File: src/rtl/serial_addsub_pkg.sv
// ============================================================================
// Module      : serial_addsub_pkg
// Description : Shared types and helpers for the bit-serial add/subtract unit.
//               Holds the FSM state encoding, the step-count helper and the
//               step-counter width helper.
// Revision    : 1.0 - initial release
// ============================================================================
`default_nettype none

package serial_addsub_pkg;

    // Two-bit state encoding; the unused code 2'b11 falls back to IDLE.
    typedef enum logic [1:0] {
        IDLE = 2'd0,
        RUN  = 2'd1,
        DONE = 2'd2
    } state_t;

    // Number of RUN steps needed to sweep an operand of the given width.
    function automatic int calc_steps(input int width, input int digit);
        return width / digit;
    endfunction

    // Step counter width: enough to index every step, never narrower than 1.
    function automatic int cnt_width(input int steps);
        return (steps > 1) ? $clog2(steps) : 1;
    endfunction

endpackage : serial_addsub_pkg

`default_nettype wire

File: src/rtl/serial_addsub_if.sv
// ============================================================================
// Module      : serial_addsub_if
// Description : Request/result bundle of the bit-serial add/subtract unit.
//   start      : request, sampled only while the unit is idle
//   sub        : 0 = a+b, 1 = a-b
//   a, b       : WIDTH-bit signed operands
//   busy       : unit is running or presenting its result
//   done       : one-cycle pulse, result valid
//   sum        : WIDTH+1-bit signed exact result
//   carry_out  : unsigned carry out of bit WIDTH-1 (for sub: 1 = no borrow)
//   overflow   : WIDTH-bit signed overflow
// Modports    : master (requester), slave (the unit)
// Revision    : 1.0 - initial release
// ============================================================================
`default_nettype none

interface serial_addsub_if #(
    parameter int WIDTH = 32
);
    logic             start;
    logic             sub;
    logic [WIDTH-1:0] a;
    logic [WIDTH-1:0] b;
    logic             busy;
    logic             done;
    logic [WIDTH:0]   sum;
    logic             carry_out;
    logic             overflow;

    modport master (
        output start, sub, a, b,
        input  busy, done, sum, carry_out, overflow
    );

    modport slave (
        input  start, sub, a, b,
        output busy, done, sum, carry_out, overflow
    );
endinterface : serial_addsub_if

`default_nettype wire

File: src/rtl/serial_addsub_digit_adder.sv
// ============================================================================
// Module      : digit_adder
// Description : DIGIT-bit combinational ripple-carry adder slice.
//   a, b      : DIGIT-bit addends
//   ci        : carry in
//   s         : DIGIT-bit sum
//   co        : carry out of the top bit
//   c_msb_in  : carry into the top bit (pairs with co for signed overflow)
// Revision    : 1.0 - initial release
// ============================================================================
`default_nettype none

module digit_adder #(
    parameter int DIGIT = 1
) (
    input  wire logic [DIGIT-1:0] a,
    input  wire logic [DIGIT-1:0] b,
    input  wire logic             ci,
    output logic      [DIGIT-1:0] s,
    output logic                  co,
    output logic                  c_msb_in
);

    // c[i] is the carry into bit i; c[DIGIT] leaves the slice.
    logic [DIGIT:0] c;

    assign c[0] = ci;

    for (genvar i = 0; i < DIGIT; i++) begin : g_bit
        assign s[i]   = a[i] ^ b[i] ^ c[i];
        assign c[i+1] = (a[i] & b[i]) | (c[i] & (a[i] ^ b[i]));
    end

    assign co       = c[DIGIT];
    assign c_msb_in = c[DIGIT-1];

endmodule : digit_adder

`default_nettype wire

File: src/rtl/serial_addsub.sv
// ============================================================================
// Module      : serial_addsub
// Description : Bit-serial signed add/subtract. Operands are captured on an
//               accepted start, then DIGIT bits per cycle are pushed through
//               one shared ripple slice. Produces an exact WIDTH+1-bit result
//               plus unsigned carry and WIDTH-bit signed overflow flags.
//   clock     : rising-edge clock
//   reset     : asynchronous, active-high reset
//   bus       : serial_addsub_if slave (start/sub/a/b in, busy/done/sum/
//               carry_out/overflow out)
// Revision    : 1.0 - initial release
// ============================================================================
`default_nettype none

module serial_addsub
    import serial_addsub_pkg::*;
#(
    parameter int WIDTH = 32,
    parameter int DIGIT = 1
) (
    input  wire logic          clock,
    input  wire logic          reset,
    serial_addsub_if.slave     bus
);

    localparam int N     = calc_steps(WIDTH, DIGIT);
    localparam int CNT_W = cnt_width(N);
    localparam logic [CNT_W-1:0] LAST_STEP = CNT_W'(N - 1);

    if (WIDTH < 2) begin : g_bad_width
        $error("serial_addsub: WIDTH must be at least 2");
    end
    if ((DIGIT < 1) || ((WIDTH % DIGIT) != 0)) begin : g_bad_digit
        $error("serial_addsub: DIGIT must divide WIDTH");
    end

    // ------------------------------------------------------------------
    // State and datapath registers
    // ------------------------------------------------------------------
    state_t             state_q,     state_d;
    logic [WIDTH-1:0]   a_q,         a_d;
    logic [WIDTH-1:0]   b_q,         b_d;        // holds ~b for subtraction
    logic               carry_q,     carry_d;
    logic [CNT_W-1:0]   cnt_q,       cnt_d;
    logic [WIDTH:0]     sum_q,       sum_d;
    logic               carry_out_q, carry_out_d;
    logic               overflow_q,  overflow_d;

    logic [DIGIT-1:0]   dig_a;
    logic [DIGIT-1:0]   dig_b;
    logic [DIGIT-1:0]   dig_s;
    logic               dig_co;
    logic               dig_c_msb_in;
    logic               last_step;

    assign dig_a     = a_q[cnt_q*DIGIT +: DIGIT];
    assign dig_b     = b_q[cnt_q*DIGIT +: DIGIT];
    assign last_step = (cnt_q == LAST_STEP);

    digit_adder #(
        .DIGIT (DIGIT)
    ) u_digit_adder (
        .a        (dig_a),
        .b        (dig_b),
        .ci       (carry_q),
        .s        (dig_s),
        .co       (dig_co),
        .c_msb_in (dig_c_msb_in)
    );

    // ------------------------------------------------------------------
    // Process 1: state and datapath registers
    // ------------------------------------------------------------------
    always_ff @(posedge clock or posedge reset) begin
        if (reset) begin
            state_q     <= IDLE;
            a_q         <= '0;
            b_q         <= '0;
            carry_q     <= 1'b0;
            cnt_q       <= '0;
            sum_q       <= '0;
            carry_out_q <= 1'b0;
            overflow_q  <= 1'b0;
        end else begin
            state_q     <= state_d;
            a_q         <= a_d;
            b_q         <= b_d;
            carry_q     <= carry_d;
            cnt_q       <= cnt_d;
            sum_q       <= sum_d;
            carry_out_q <= carry_out_d;
            overflow_q  <= overflow_d;
        end
    end

    // ------------------------------------------------------------------
    // Process 2: next-state logic
    // ------------------------------------------------------------------
    always_comb begin
        state_d = state_q;
        case (state_q)
            IDLE:    if (bus.start) state_d = RUN;
            RUN:     if (last_step) state_d = DONE;
            DONE:    state_d = IDLE;
            default: state_d = IDLE;
        endcase
    end

    // ------------------------------------------------------------------
    // Process 3: datapath updates and outputs
    // ------------------------------------------------------------------
    always_comb begin
        a_d         = a_q;
        b_d         = b_q;
        carry_d     = carry_q;
        cnt_d       = cnt_q;
        sum_d       = sum_q;
        carry_out_d = carry_out_q;
        overflow_d  = overflow_q;

        case (state_q)
            IDLE: begin
                if (bus.start) begin
                    // Subtraction is a + ~b + 1; the +1 enters as carry-in.
                    a_d     = bus.a;
                    b_d     = bus.sub ? ~bus.b : bus.b;
                    carry_d = bus.sub;
                    cnt_d   = '0;
                end
            end
            RUN: begin
                sum_d[cnt_q*DIGIT +: DIGIT] = dig_s;
                carry_d = dig_co;
                cnt_d   = cnt_q + CNT_W'(1);
                if (last_step) begin
                    // Sign of the exact result: operand sign bits extended
                    // one place and added with the final carry.
                    sum_d[WIDTH] = a_q[WIDTH-1] ^ b_q[WIDTH-1] ^ dig_co;
                    carry_out_d  = dig_co;
                    overflow_d   = dig_c_msb_in ^ dig_co;
                end
            end
            default: ;
        endcase
    end

    assign bus.busy      = (state_q == RUN) || (state_q == DONE);
    assign bus.done      = (state_q == DONE);
    assign bus.sum       = sum_q;
    assign bus.carry_out = carry_out_q;
    assign bus.overflow  = overflow_q;

endmodule : serial_addsub

`default_nettype wire

File: src/flat_wrapper.sv
// flat-port wrapper written by rule: the top's interface ports become plain ports
module serial_addsub_flat import serial_addsub_pkg::*;
#(
    parameter int WIDTH = 32,
    parameter int DIGIT = 1
)
  (clock, reset, bus_start, bus_sub, bus_a, bus_b, bus_busy, bus_done, bus_sum, bus_carry_out, bus_overflow);
  serial_addsub_if #(.WIDTH(WIDTH)) bus_i ();
  input  wire logic clock;
  input  wire logic reset;
  input wire logic [$bits(bus_i.start)-1:0] bus_start;
  input wire logic [$bits(bus_i.sub)-1:0] bus_sub;
  input wire logic [$bits(bus_i.a)-1:0] bus_a;
  input wire logic [$bits(bus_i.b)-1:0] bus_b;
  output wire logic [$bits(bus_i.busy)-1:0] bus_busy;
  output wire logic [$bits(bus_i.done)-1:0] bus_done;
  output wire logic [$bits(bus_i.sum)-1:0] bus_sum;
  output wire logic [$bits(bus_i.carry_out)-1:0] bus_carry_out;
  output wire logic [$bits(bus_i.overflow)-1:0] bus_overflow;
  assign bus_i.start = bus_start;
  assign bus_i.sub = bus_sub;
  assign bus_i.a = bus_a;
  assign bus_i.b = bus_b;
  assign bus_busy = bus_i.busy;
  assign bus_done = bus_i.done;
  assign bus_sum = bus_i.sum;
  assign bus_carry_out = bus_i.carry_out;
  assign bus_overflow = bus_i.overflow;
  serial_addsub #(.WIDTH(WIDTH), .DIGIT(DIGIT)) u_core (.clock(clock), .reset(reset), .bus(bus_i));
endmodule
File: config.mk
export PLATFORM = sky130hd
export DESIGN_NAME = serial_addsub_flat
export DESIGN_NICKNAME = d
export VERILOG_FILES = /design/src/rtl/serial_addsub_pkg.sv /design/src/rtl/serial_addsub_if.sv /design/src/rtl/serial_addsub_digit_adder.sv /design/src/rtl/serial_addsub.sv /design/src/flat_wrapper.sv
export SDC_FILE = /design/constraint.sdc
export NUM_CORES = 1
export LEC_CHECK = 0
export BUFFER_PORTS_ARGS = -buffer_cell sky130_fd_sc_hd__buf_4
export CORE_UTILIZATION = 35
export CTS_CLUSTER_DIAMETER = 30
export DETAILED_ROUTE_END_ITERATION = 6
export GPL_ROUTABILITY_DRIVEN = 1
export MAX_ROUTING_LAYER = met4
export PLACE_DENSITY = 0.64
export SLEW_MARGIN = 20
export SYNTH_ARGS = -nofsm -noshare
export SYNTH_HDL_FRONTEND = slang
export SYNTH_HIERARCHICAL = 1
export SYNTH_SLANG_ARGS = --single-unit
File: constraint.sdc
create_clock -name clock -period 6.4 [get_ports clock]
set_input_delay 0.32 -clock clock [delete_from_list [all_inputs] [get_ports clock]]
set_output_delay 0.32 -clock clock [all_outputs]
set_load 0.005 [all_outputs]
Word level (Yosys, flattened, before mapping)
Index checks and enable logic that the tools add are counted.
{ "classes": {"shifts": 4, "add_sub_neg": 2, "bitwise_logic": 9, "n_eq_ne": 5, "n_reduce_logical": 7, "n_mux": 10} }
{ "op_table": {"columns": ["cell", "count"], "rows": [
  ["variable part select 32 x 6 -> 1 bit", 2],
  ["negation 5 -> 34 bit", 1],
  ["variable shift 1 x 34 -> 33 bit (first input constant)", 1],
  ["variable part select 1 x 34 -> 33 bit", 1],
  ["bitwise mux 33 bit", 1],
  ["2-to-1 mux 32 bit", 1],
  ["NOT 32 bit", 1],
  ["one-hot mux 5 bit (2 select lines)", 1],
  ["AND reduction 2 bit", 4],
  ["adder 5 x 1 -> 5 bit (second input constant)", 1],
  ["equality test 5 bit (second input constant)", 1],
  ["2-to-1 mux 5 bit", 1],
  ["XOR 1 bit", 5],
  ["2-to-1 mux 2 bit", 2],
  ["one-hot mux 2 bit (2 select lines)", 1],
  ["bitwise AND 1 bit", 2],
  ["equality test 2 x 1 -> 1 bit (second input constant)", 1],
  ["equality test 2 bit (second input constant)", 1],
  ["logical NOT 2 bit", 1],
  ["2-to-1 mux 1 bit", 2],
  ["inequality test 2 x 1 -> 1 bit (second input constant)", 1],
  ["inequality test 2 bit (second input constant)", 1],
  ["one-hot mux 1 bit (2 select lines)", 1],
  ["nonzero test 2 bit", 1],
  ["other kinds (2)", 2]
]} }
{ "word_totals": {"register_bits": 107, "inputBits": 68, "word_cells": 45, "out_inout_bits": 37} }

Depth between registers and ports, before layout
Gate-level depths: netlist of run 1.
{ "logic_depth": {"word_depth": 6, "ltp_mapped": 12, "mapped_depth_nobuf": 10} }

Hierarchy
Netlist of run 1, hierarchy kept.
{ "modules_own_cells": {"columns": ["mod", "seq_area_each_um2", "area_each_um2", "cells_per_inst", "instances"], "rows": [
  ["serial_addsub", 2677.6, 5398.9, 479, 1],
  ["digit_adder", 0.0, 27.5, 2, 1]
]} }

Least setup slack after synthesis of run 1
Ideal clock, no wire load.
{ "synth_timing": {"kind": "register to register", "startpoint": "register u_core.cnt_q[1]", "endpoint": "register u_core.sum_q[11], in the netlist u_core/bus.sum[11]", "arrival_ps": 2861, "setup_ps": 66, "path_slack_ps": 3472, "synth_period_minus_slack_ps": 2928, "stages_incl_launch_ff": 12, "required_ps": 6334, "path_buffers": 2, "cell_sequence": "dfrtp_1 -> buf_6 -> buf_4 -> mux4_2 -> nand2_1 -> a21oi_1 -> nor3_1 -> a21oi_1 -> fa_1 -> nand2_1 -> nor3_1 -> mux2_1"} }
{ "synth_via": {"elab_chain_cells": 5, "elab_cells_between_ends": 8, "cone_classes": "add/sub: 1; shift: 4; mux: 1; bitwise: 2"} }
{ "synth_lines": {"columns": ["element", "line_no", "source"], "rows": [
  ["start: declaration", "serial_addsub.sv:44", "logic [CNT_W-1:0] cnt_q, cnt_d;"],
  ["start signal: assignment", "serial_addsub.sv:89", "cnt_q <= cnt_d;"],
  ["variable part select 32 x 6 -> 1 bit", "serial_addsub.sv:56", "assign dig_a = a_q[cnt_q*DIGIT +: DIGIT];"],
  ["via u_core.dig_a", "serial_addsub.sv:49", "logic [DIGIT-1:0] dig_a;"],
  ["XOR 1 bit (2 in series)", "serial_addsub_digit_adder.sv:30", "assign s[i] = a[i] ^ b[i] ^ c[i];"],
  ["via u_core.dig_s", "serial_addsub.sv:51", "logic [DIGIT-1:0] dig_s;"],
  ["variable part select 1 x 34 -> 33 bit", "serial_addsub.sv:132", "sum_d[cnt_q*DIGIT +: DIGIT] = dig_s;"],
  ["bitwise mux 33 bit", "serial_addsub.sv:132", null],
  ["end signal: assignment", "serial_addsub.sv:90", "sum_q <= sum_d;"],
  ["end: declaration", "serial_addsub.sv:45", "logic [WIDTH:0] sum_q, sum_d;"]
]} }
The timed path passes the listed nets, and every way through them passes these cells.
A chain may end at the register's enable or synchronous reset.

Worst setup path in the final report of run 1
{ "layout_timing": {"startpoint": "register u_core.cnt_q[1]", "endpoint": "register u_core.sum_q[23], in the netlist u_core/bus.sum[23]"} }
Same word-level chain as after synthesis.

==> results of run 1 <==
[critical path, stage by stage (launching register included)]
cell,delay [ns]
dfrtp_1,0.52
buf_4,0.38
mux4_2,0.55
o22ai_1,0.15
a311oi_1,0.07
nor3_1,0.18
a21oi_1,0.08
fa_1,0.66
nand2_1,0.26
nor3_1,0.49
mux2_1,0.22
[synthesized netlist by cell type (6+ instances only)]
library cell  number
dfrtp_1          107
o21ai_0           54
nand2_1           52
mux2_2            39
xnor2_1           38
a21oi_1           18
nor2_1            17
o41ai_1           16
clkbuf_1          12
mux4_2            12
buf_2             11
ha_1              10
mux2_1            10
nor3_1            10
nand3_1            8
inv_1              7
mux2i_1            6
[flip-flops by register name (all words and copies together), names as in the netlist]
name and cells:
u_core/bus.carry_out 1, u_core/b_q 32, u_core/bus.sum 33, u_core/a_q 32
u_core/bus.overflow 1, u_core/cnt_q 5, u_core/state_q 2, u_core/carry_q 1
[layout make-up]
| class | instances | area (sq um) | area share [%] |
|---|---|---|---|
| clock buffers | 12 | 267 | 4.03 |
| inverters | 10 | 40.0 | 0.605 |
| repair buffers | 107 | 803 | 12.1 |
| multi-input cells | 331 | 2570 | 38.8 |
| well taps | 188 | 235 | 3.56 |
| clock inverters | 3 | 22.5 | 0.340 |
| flip-flops and latches | 107 | 2680 | 40.5 |
[where the power goes]
part	switching (uW)	internal, uW
clock network	236	294
registers	192	913
logic	710	563
[metal layers]
layer | wire length [microns] | global-route usage, %
met2 | 5920 | 26.8
met4 | 99 | 4.25
met5 | 0 | -
met1 | 5470 | 21.1
met3 | 734 | 4.85
[how the worst max path moves through the flow]
stage | from | to | slack, ns | cells after the start
after floorplan | reset | u_core/a_q[0]$_DFFE_PP0P_ | 3.26 | 1
after global placement | u_core/cnt_q[1]$_DFFE_PP0P_ | u_core/bus.sum[7]$_DFFE_PP0P_ | 2.92 | 10
after detailed placement | u_core/cnt_q[1]$_DFFE_PP0P_ | u_core/bus.sum[23]$_DFFE_PP0P_ | 2.76 | 10
after CTS | u_core/cnt_q[1]$_DFFE_PP0P_ | u_core/bus.sum[23]$_DFFE_PP0P_ | 2.74 | 10
after global routing | u_core/cnt_q[1]$_DFFE_PP0P_ | u_core/bus.sum[23]$_DFFE_PP0P_ | 2.39 | 10
final | u_core/cnt_q[1]$_DFFE_PP0P_ | u_core/bus.sum[23]$_DFFE_PP0P_ | 2.76 | 10
[kinds of logic after synthesis]
| kind of cell | synth area share, % |
|---|---|
| AOI/OAI and AO/OA | 12.4 |
| xor gates and xnor gates | 6.59 |
| adders and majority gates | 2.67 |
| buffers and inverters | 3.67 |
| DFF | 49.3 |
| muxes | 16.5 |
| and+or+nand+nor | 8.83 |
[per-stage QoR]
step / hold WS (ns) / util, %
final: 0.0699 / 43.7
after global routing: 0.128 / 43.7
after CTS: 0.0977 / 43.6
after detailed placement: 0.469 / 41.7
after global placement: 0.461 / 41.7
after floorplan: 0.444 / -
==> metrics.txt, run 1 <==
status finished with violations; failing checks DRC; root buf cell clkbuf_16; synthesis warning total 6; reg2reg setup slack 2.76 ns; Port Buf Inserts 104; clock buffers created by TritonCTS 9; dpl ws 2.76 ns; RR Endpoint u_core/bus.sum[23]$_DFFE_PP0P_; synthesized area 5430 sq um; std cell rows 45; chip height 127 microns; Detailed Route Iter0 Violations 238; setup_tns 0 ns; Max-Cap Viols 0; Crit Path Category reg2reg; initial antenna violation count 0; Post-DP HPWL 9080 microns; data required time at the worst endpoint 6.68 ns; top cells by area, synth dfrtp_1, mux2_2, xnor2_1, o21ai_0, mux4_2; TritonCTS clock tree done; clock skew 0.00549 ns; Fill cells 1413; largest net degree at the start of global routing 98; area leader, netlist dfrtp_1; antenna cell count 0; Synth Flop Type dfrtp_1; post-layout min period 3.64 ns; detailed-route wire length 12200 microns; Final Power 2910 uW; clk sinks 107; Avg Cell Area, Syn 11.3 sq um; Post-synth EDFFs 0; starting density of the core 35.8%; share of post-route cells with drive strength above 1 33.2%; register bit total from synthesis 107; first-pass GRT wire length 20600 microns; clock buffer depth 2; DRT Pass-1 Iters 6; synth unique cells 45; Clk Latency, worst-skew pair 0.35 ns; Placer Congestion 0.835; Crit Reg-Reg Startpoint u_core/cnt_q[1]$_DFFE_PP0P_; post-route ant nets 0; Power per Cell Area 440 nW/um^2; Async SR Flop Fraction 100%; Clock Pin Slew Worst Setup and Hold Paths 0.07 ns; setup ws final 2.76 ns; # DRC 2; dpl cell area 6310 sq um; VDD IR max 0.000290 V; # hold bufs at CTS 0; worst-case reg-to-reg path depth 10; hold crit path type in2async; nature of the critical path startpoint register; Max Clock Freq 275 MHz; GRT Util Overall 16.9%; slew margin rel. 35.3%; Pins Over Slew Limit 0; Layout Cells excl Fill 758; crit path DAT 3.92 ns; Final setup viols 0; die area 16000 sq um; # IOs 105; Synth top area share 49.3%; vias in the first global route 4040; Syn Inst Count 481; area delta synth->final 21.9%; most frequent cells in the layout buf_4, dfrtp_1, o21ai_0; Final nets 645; register area share after synthesis 49.3%; final period utilization 56.9%; grt total ovfl 0; Post-CTS Setup Bufs 0; Placed Cells 743; htree depth 3; DIE WIDTH 127 microns; Final Hold Viols 0; Final Instance Area 6620 sq um; P_leak 0.00293 uW; vias per inst 5.19; CP max FO 19; Post-CTS Resized 0; Core Region 15100 sq um; transition time of the tightest slew-check pin 0.971 ns; Crit. End Element register; RSZ-0062 raised after global routing no; Vias 3932; Post-Syn Nets 560; WL/cell 16.1 microns
Note: power is estimated with default switching activity, not from simulation.
==> run 2, diff against run 1 <==
--- a/config.mk
+++ b/config.mk
@@ -5,13 +5,14 @@
 export SDC_FILE = /design/constraint.sdc
 export NUM_CORES = 1
 export LEC_CHECK = 0
+export ABC_AREA = 1
 export BUFFER_PORTS_ARGS = -buffer_cell sky130_fd_sc_hd__buf_4
 export CORE_UTILIZATION = 35
 export CTS_CLUSTER_DIAMETER = 30
 export DETAILED_ROUTE_END_ITERATION = 6
 export GPL_ROUTABILITY_DRIVEN = 1
 export MAX_ROUTING_LAYER = met4
-export PLACE_DENSITY = 0.64
+export PLACE_DENSITY = 0.63
 export SLEW_MARGIN = 20
 export SYNTH_ARGS = -nofsm -noshare
 export SYNTH_HDL_FRONTEND = slang
==> constraint.sdc (replaced) <==
create_clock -name clock -period 3.4 [get_ports clock]
set_input_delay 0.17 -clock clock [delete_from_list [all_inputs] [get_ports clock]]
set_output_delay 0.17 -clock clock [all_outputs]
set_load 0.005 [all_outputs]
==> metrics.txt, run 2 <==
P_leak 0.00332 uW (+14%); Clk Latency, worst-skew pair 0.36 ns (about the same); setup ws final 0.485 ns (-2.28 ns); synthesis warning total 6 (unchanged); Vias 4514 (+15%); fraction of synthesized cell area in xor and xnor cells 5.32% (-1.3 points); CP max FO 17 (-2); first-pass GRT wire length 21400 microns (+3.5%); Synth top area share 46.4% (-2.9 points); Final Hold Viols 0 (unchanged); Post-CTS Setup Bufs 0 (unchanged); Worst Hold End u_core/a_q[23]$_DFFE_PP0P_; synthesized area 5770 sq um (+6.2%); antenna cell count 0 (unchanged); root buf cell clkbuf_16; GRT Util Overall 16.8% (-0.019 points); part of the power in registers 34.7% (-3.3 points); Post-Synth Simple-Gate Area 20.4% (+12 points); DRT Pass-1 Iters 4 (-2); hold_ws 0.0361 ns (-0.0337 ns); htree depth 3 (unchanged); synth unique cells 33 (-27%); hold crit path type in2reg; NetSw 2690 uW (+140%); final core occ 43.8% (+0.11 points); TritonCTS clock tree done; Post-synth EDFFs 0 (unchanged); nature of the critical path startpoint register; Post-DP HPWL 9400 microns (+3.5%); most frequent cells in the layout buf_4, nand2_1, dfrtp_1; commonest non-fill, non-tap cell in the layout buf_4; # IOs 105 (unchanged); Hold Path Stages 2; Async SR Flop Fraction 100% (unchanged); detailed-route wire length 13000 microns (+6.5%); Syn Inst Count 658 (+37%); Final setup viols 0 (unchanged); largest net degree at the start of global routing 105 (+7.1%); die area 17000 sq um (+6.1%); Crit. End Element register; WL/cell 13.4 microns (-17%); share of post-route cells with drive strength above 1 25.0% (-8.1 points); Max Clock Freq 343 MHz (+25%); top cells by count, synth nand2_1, dfrtp_1, nor2_1; Sw Ratio 43.0% (+3.9 points); internal power 3570 uW (+100%); starting density of the core 36.0% (+0.21 points); Placer Congestion 0.815 (-2.4%); Crit Reg-Reg Startpoint u_core/cnt_q[0]$_DFFE_PP0P_; Clock Pin Slew Worst Setup and Hold Paths 0.08 ns (about the same); mux share of post-synthesis cell area 6.42% (-10 points); RR Endpoint u_core/bus.sum[9]$_DFFE_PP0P_; Fill cells 1653 (+17%); Port Buf Inserts 104 (unchanged); area leader, netlist dfrtp_1; Final Power 6260 uW (+120%); clock skew 0.0121 ns (+0.00658 ns); data required time at the worst endpoint 3.68 ns (-3.00 ns); VDD IR max 0.000433 V (+49%); register area share after synthesis 46.4% (-2.9 points); initial antenna violation count 0 (unchanged); clock share of power 16.5% (-1.7 points); clock buffer depth 2 (unchanged); vias in the first global route 4266 (+5.6%); DIE WIDTH 130 microns (+3.0%); crit path DAT 3.20 ns (-0.72 ns); RSZ-0062 raised after global routing no; final period utilization 85.7% (+29 points); Crit Path Category reg2reg; # DRC 0 (-2); Synth Area in Compound Gates 11.3% (-1.1 points); Max-Cap Viols 0 (unchanged); status finished, final reports clean; grt total ovfl 0 (unchanged); vias per inst 4.65 (-10%); register bit total from synthesis 107 (unchanged); Comb pwr share 48.7% (+4.9 points); max FFs per register 33 (unchanged); chip height 130 microns (+3.0%); Detailed Route Iter0 Violations 215 (-9.7%); slew margin rel. 58.4% (+23 points); transition time of the tightest slew-check pin 0.625 ns (-0.346 ns); Post-Syn Nets 737 (+32%); FF/Latch Area 2680 sq um (unchanged); area of the multi-input gates 2660 sq um (+3.5%); most frequent cell after synthesis nand2_1; area delta synth->final 21.5%; worst-case reg-to-reg path depth 18 (+8); reg2reg setup slack 0.48 ns (-2.28 ns); clk sinks 107 (unchanged); post-layout min period 2.92 ns (-0.725 ns); Hold Path Origin bus_a[23]; Final nets 829 (+29%); Pins Over Slew Limit 0 (unchanged); top cells by area, synth dfrtp_1, o21ai_0, nand2_1, mux2_2, nor2_1; main combinational cell family by area after synthesis simple AND/OR/NAND/NOR gates; post-route ant nets 0 (unchanged); std cell rows 46 (+2.2%); Synth Flop Type dfrtp_1; Avg Cell Area, Syn 8.76 sq um (-22%); setup_tns 0 ns (unchanged); Power per Cell Area 894 nW/um^2 (+100%); adder-cell area share of the yosys netlist 2.52% (-0.16 points); clock buffers created by TritonCTS 9 (unchanged); Core Region 16000 sq um (+5.6%); dpl ws 0.462 ns (-2.29 ns)
## run 2: cell count changes after synthesis, sizes merged, moves of 8 or more
cell / before / now
o41ai: 16 / 0
inv: 10 / 59
o211ai: 0 / 8
nor2: 18 / 98
mux2: 50 / 32
nand2: 52 / 116
mux4: 12 / 0
o21ai: 56 / 95
## run 2: cells by family after synthesis
kind of cell               Yosys count
adders and majority gates           11
muxes                               33
xor gates and xnor gates            35
buffers and inverters               93
and+or+nand+nor                    254
AOI/OAI and AO/OA                  125
DFF                                107
## run 2: cell type report
type | count | area share (%)
clock buffers | 11 | 3.61
inverters | 59 | 3.20
well taps | 216 | 3.86
repair buffers | 115 | 12.5
clock inverters | 5 | 0.607
multi-input cells | 458 | 38.0
flip-flops and latches | 107 | 38.2
## run 2: through the flow
step | cells | area, sq um
final | 971 | 7010
after global routing | 971 | 7010
after CTS | 971 | 7010
after detailed placement | 954 | 6700
after global placement | 954 | 6700
after floorplan | 658 | 5770
## run 2: power by group through the flow
| stage | clock network (uW) | logic [uW] | registers [uW] |
|---|---|---|---|
| finish | 1040 | 3050 | 2180 |
| global route | 1120 | 3440 | 2250 |
| CTS | 1080 | 3090 | 2180 |
| detailed placement | 0 | 3070 | 2200 |
| global placement | 0 | 3040 | 2190 |
| floorplan | 0 | 2390 | 2080 |
## run 2: per-layer routing
metal	GRT usage, %	up-vias	wire (microns)
li1	-	2310	-
met1	22.9	2086	6540
met2	25.5	108	5800
met3	3.20	10	533
met4	4.67	0	145
met5	-	-	0
## run 2: timing repair
| action | 4_1_cts | 5_1_grt |
|---|---|---|
| gates resized for setup | 0 | 0 |
| hold buffers | 1 | 0 |
| endpoints found under the hold margin | 3 | 0 |
## run 2: critical path: stages (launching register included)
cell	delay (ns)
dfrtp_1	0.36
buf_4	0.20
inv_1	0.07
buf_4	0.19
o21ai_0	0.17
o21ai_0	0.11
nand2_1	0.07
nand2_1	0.06
inv_1	0.04
nand2_1	0.05
nand2_1	0.05
nand2_1	0.09
fa_1	0.72
nand2_1	0.11
nor2_1	0.10
inv_1	0.05
nor2_1	0.16
inv_1	0.08
a21oi_1	0.15
## run 2: worst max path at each step
stage | startpoint | endpoint | cells past startpoint
floorplan | reset | u_core/a_q[0]$_DFFE_PP0P_ | 1
global placement | u_core/cnt_q[0]$_DFFE_PP0P_ | u_core/bus.sum[29]$_DFFE_PP0P_ | 18
detailed placement | u_core/cnt_q[0]$_DFFE_PP0P_ | u_core/bus.sum[25]$_DFFE_PP0P_ | 18
CTS | u_core/cnt_q[0]$_DFFE_PP0P_ | u_core/bus.sum[25]$_DFFE_PP0P_ | 18
global route | u_core/cnt_q[0]$_DFFE_PP0P_ | u_core/bus.sum[9]$_DFFE_PP0P_ | 18
finish | u_core/cnt_q[0]$_DFFE_PP0P_ | u_core/bus.sum[9]$_DFFE_PP0P_ | 18
==> run 3, diff against run 2 <==
--- a/config.mk
+++ b/config.mk
@@ -7,12 +7,13 @@
 export LEC_CHECK = 0
 export ABC_AREA = 1
 export BUFFER_PORTS_ARGS = -buffer_cell sky130_fd_sc_hd__buf_4
-export CORE_UTILIZATION = 35
+export CORE_UTILIZATION = 55
 export CTS_CLUSTER_DIAMETER = 30
 export DETAILED_ROUTE_END_ITERATION = 6
 export GPL_ROUTABILITY_DRIVEN = 1
 export MAX_ROUTING_LAYER = met4
-export PLACE_DENSITY = 0.63
+export PLACE_DENSITY = 0.88
+export REMOVE_ABC_BUFFERS = 1
 export SLEW_MARGIN = 20
 export SYNTH_ARGS = -nofsm -noshare
 export SYNTH_HDL_FRONTEND = slang
==> metrics.txt, run 3 (synthesis gave the netlist of run 2 again) <==
status finished, final reports clean; Final nets 830 (+0.12%); WL/cell 14.1 microns (+5.1%); Crit Reg-Reg Startpoint u_core/cnt_q[0]$_DFFE_PP0P_; grt total ovfl 0 (unchanged); final core occ 66.7% (+23 points); Vias 4773 (+5.7%); # DRC 0 (unchanged); commonest non-fill, non-tap cell in the layout buf_4; std cell rows 37 (-20%); chip height 104 microns (-20%); Max-Cap Viols 0 (unchanged); htree depth 3 (unchanged); Placer Congestion 0.894 (+9.7%); crit path DAT 3.33 ns (+0.13 ns); worst-case reg-to-reg path depth 17 (-1); starting density of the core 56.4% (+20 points); root buf cell clkbuf_8; vias in the first global route 4607 (+8.0%); RSZ-0062 raised after global routing no; Core Region 10200 sq um (-36%); Pins Over Slew Limit 0 (unchanged); P_leak 0.00327 uW (-1.6%); Hold Path Stages 2 (unchanged); clock skew 0.00828 ns (-0.00378 ns); hold crit path type in2reg; post-layout min period 3.02 ns (+0.108 ns); Power per Cell Area 887 nW/um^2 (-0.84%); Crit. End Element register; TritonCTS clock tree done; Worst Hold End u_core/a_q[12]$_DFFE_PP0P_; Detailed Route Iter0 Violations 309 (+44%); clock buffer depth 2 (unchanged); first-pass GRT wire length 21100 microns (-1.1%); GRT Util Overall 24.9% (+8.0 points); data required time at the worst endpoint 3.71 ns (+0.03 ns); Fill cells 804 (-51%); die area 10900 sq um (-36%); initial antenna violation count 0 (unchanged); Clock Pin Slew Worst Setup and Hold Paths 0.09 ns (about the same); setup ws final 0.377 ns (-0.108 ns); max FFs per register 33 (unchanged); area delta synth->final 18.3%; area of the multi-input gates 2660 sq um (-0.19%); Final Hold Viols 0 (unchanged); RR Endpoint u_core/bus.sum[29]$_DFFE_PP0P_; slew margin rel. 53.7% (-4.6 points); largest net degree at the start of global routing 71 (-32%); Hold Path Origin bus_a[12]; reg2reg setup slack 0.38 ns (-0.11 ns); Final setup viols 0 (unchanged); most frequent cells in the layout buf_4, nand2_1, dfrtp_1; dpl ws 0.398 ns (-0.0638 ns); DIE WIDTH 104 microns (-20%); vias per inst 5.35 (+15%); Post-DP HPWL 9330 microns (-0.72%); nature of the critical path startpoint register; FF/Latch Area 2680 sq um (unchanged); DRT Pass-1 Iters 7 (+3); Crit Path Category reg2reg; clk sinks 107 (unchanged); post-route ant nets 0 (unchanged); Port Buf Inserts 104 (unchanged); setup_tns 0 ns (unchanged); final period utilization 88.9% (+3.2 points); detailed-route wire length 12600 microns (-3.5%); # IOs 105 (unchanged); share of post-route cells with drive strength above 1 24.6% (-0.43 points); Max Clock Freq 331 MHz (-3.6%); transition time of the tightest slew-check pin 0.687 ns (+0.0621 ns); VDD IR max 0.000441 V (+1.8%); CP max FO 10 (-7); clock buffers created by TritonCTS 9 (unchanged); Clk Latency, worst-skew pair 0.38 ns (+0.02 ns); antenna cell count 0 (unchanged)
run 3: routing by layer:
layer  up-vias  wire, microns  GRT usage [%]
li1       2316              -              -
met1      2249           5370           31.3
met2       186           6310           40.8
met3        22            684           4.14
met4         0            197           8.37
met5         -              0              -
run 3: repair_timing:
action | CTS | global route
buffers inserted | 0 | 2
setup endpoints to repair | 0 | 3
resized for setup | 0 | 1
hold buffers | 1 | 2
hold endpoints to repair | 41 | 2
run 3: per-stage QoR:
step | instance area [sq um] | total power [uW] | hold WS (ns) | cells
floorplan | 5550 | 4280 | 0.321 | 624
global placement | 6590 | 5100 | 0.255 | 871
detailed placement | 6590 | 5250 | 0.265 | 871
CTS | 6780 | 6010 | 0.00216 | 888
global route | 6820 | 6500 | 0.00681 | 892
finish | 6820 | 6050 | 0.0174 | 892
run 3: cell type report:
| cell class | instances | area share (%) |
|---|---|---|
| clock buffer | 12 | 1.98 |
| sequential | 107 | 39.3 |
| inverter | 59 | 3.34 |
| clock inverter | 4 | 0.752 |
| timing repair buffer | 116 | 13.2 |
| multi-input combinational | 458 | 38.9 |
| tap | 136 | 2.49 |
run 3: worst max-delay path, stage by stage, from the launching register on:
cell	delay, ns
dfrtp_1	0.56
clkinvlp_4	0.22
buf_4	0.20
o21ai_0	0.15
o21ai_0	0.14
nand2_1	0.08
nand2_1	0.06
nand2_1	0.05
nand2_1	0.05
inv_1	0.04
nand2_1	0.07
fa_1	0.67
nand2_1	0.11
nor2_1	0.10
inv_1	0.06
nor2_1	0.18
inv_1	0.08
a21oi_1	0.14
run 3: worst max-delay path by stage:
stage                                 from                              to  cells after the start
2_1_floorplan  u_core/cnt_q[0]$_DFFE_PP0P_   u_core/bus.sum[9]$_DFFE_PP0P_                     16
3_3_place_gp   u_core/cnt_q[0]$_DFFE_PP0P_  u_core/bus.sum[13]$_DFFE_PP0P_                     17
3_5_place_dp   u_core/cnt_q[0]$_DFFE_PP0P_  u_core/bus.sum[29]$_DFFE_PP0P_                     17
4_1_cts        u_core/cnt_q[0]$_DFFE_PP0P_  u_core/bus.sum[29]$_DFFE_PP0P_                     17
5_1_grt        u_core/cnt_q[0]$_DFFE_PP0P_  u_core/bus.sum[29]$_DFFE_PP0P_                     17
6_report       u_core/cnt_q[0]$_DFFE_PP0P_  u_core/bus.sum[29]$_DFFE_PP0P_                     17
run 3: report_power, final:
group          total (uW)  internal [uW]  switching (uW)  leakage (uW)
Sequential           2190           1810             375       0.00135
Combinational        3090           1220            1870       0.00183
Clock                 764            342             422     0.0000906
Total                6050           3380            2670       0.00327
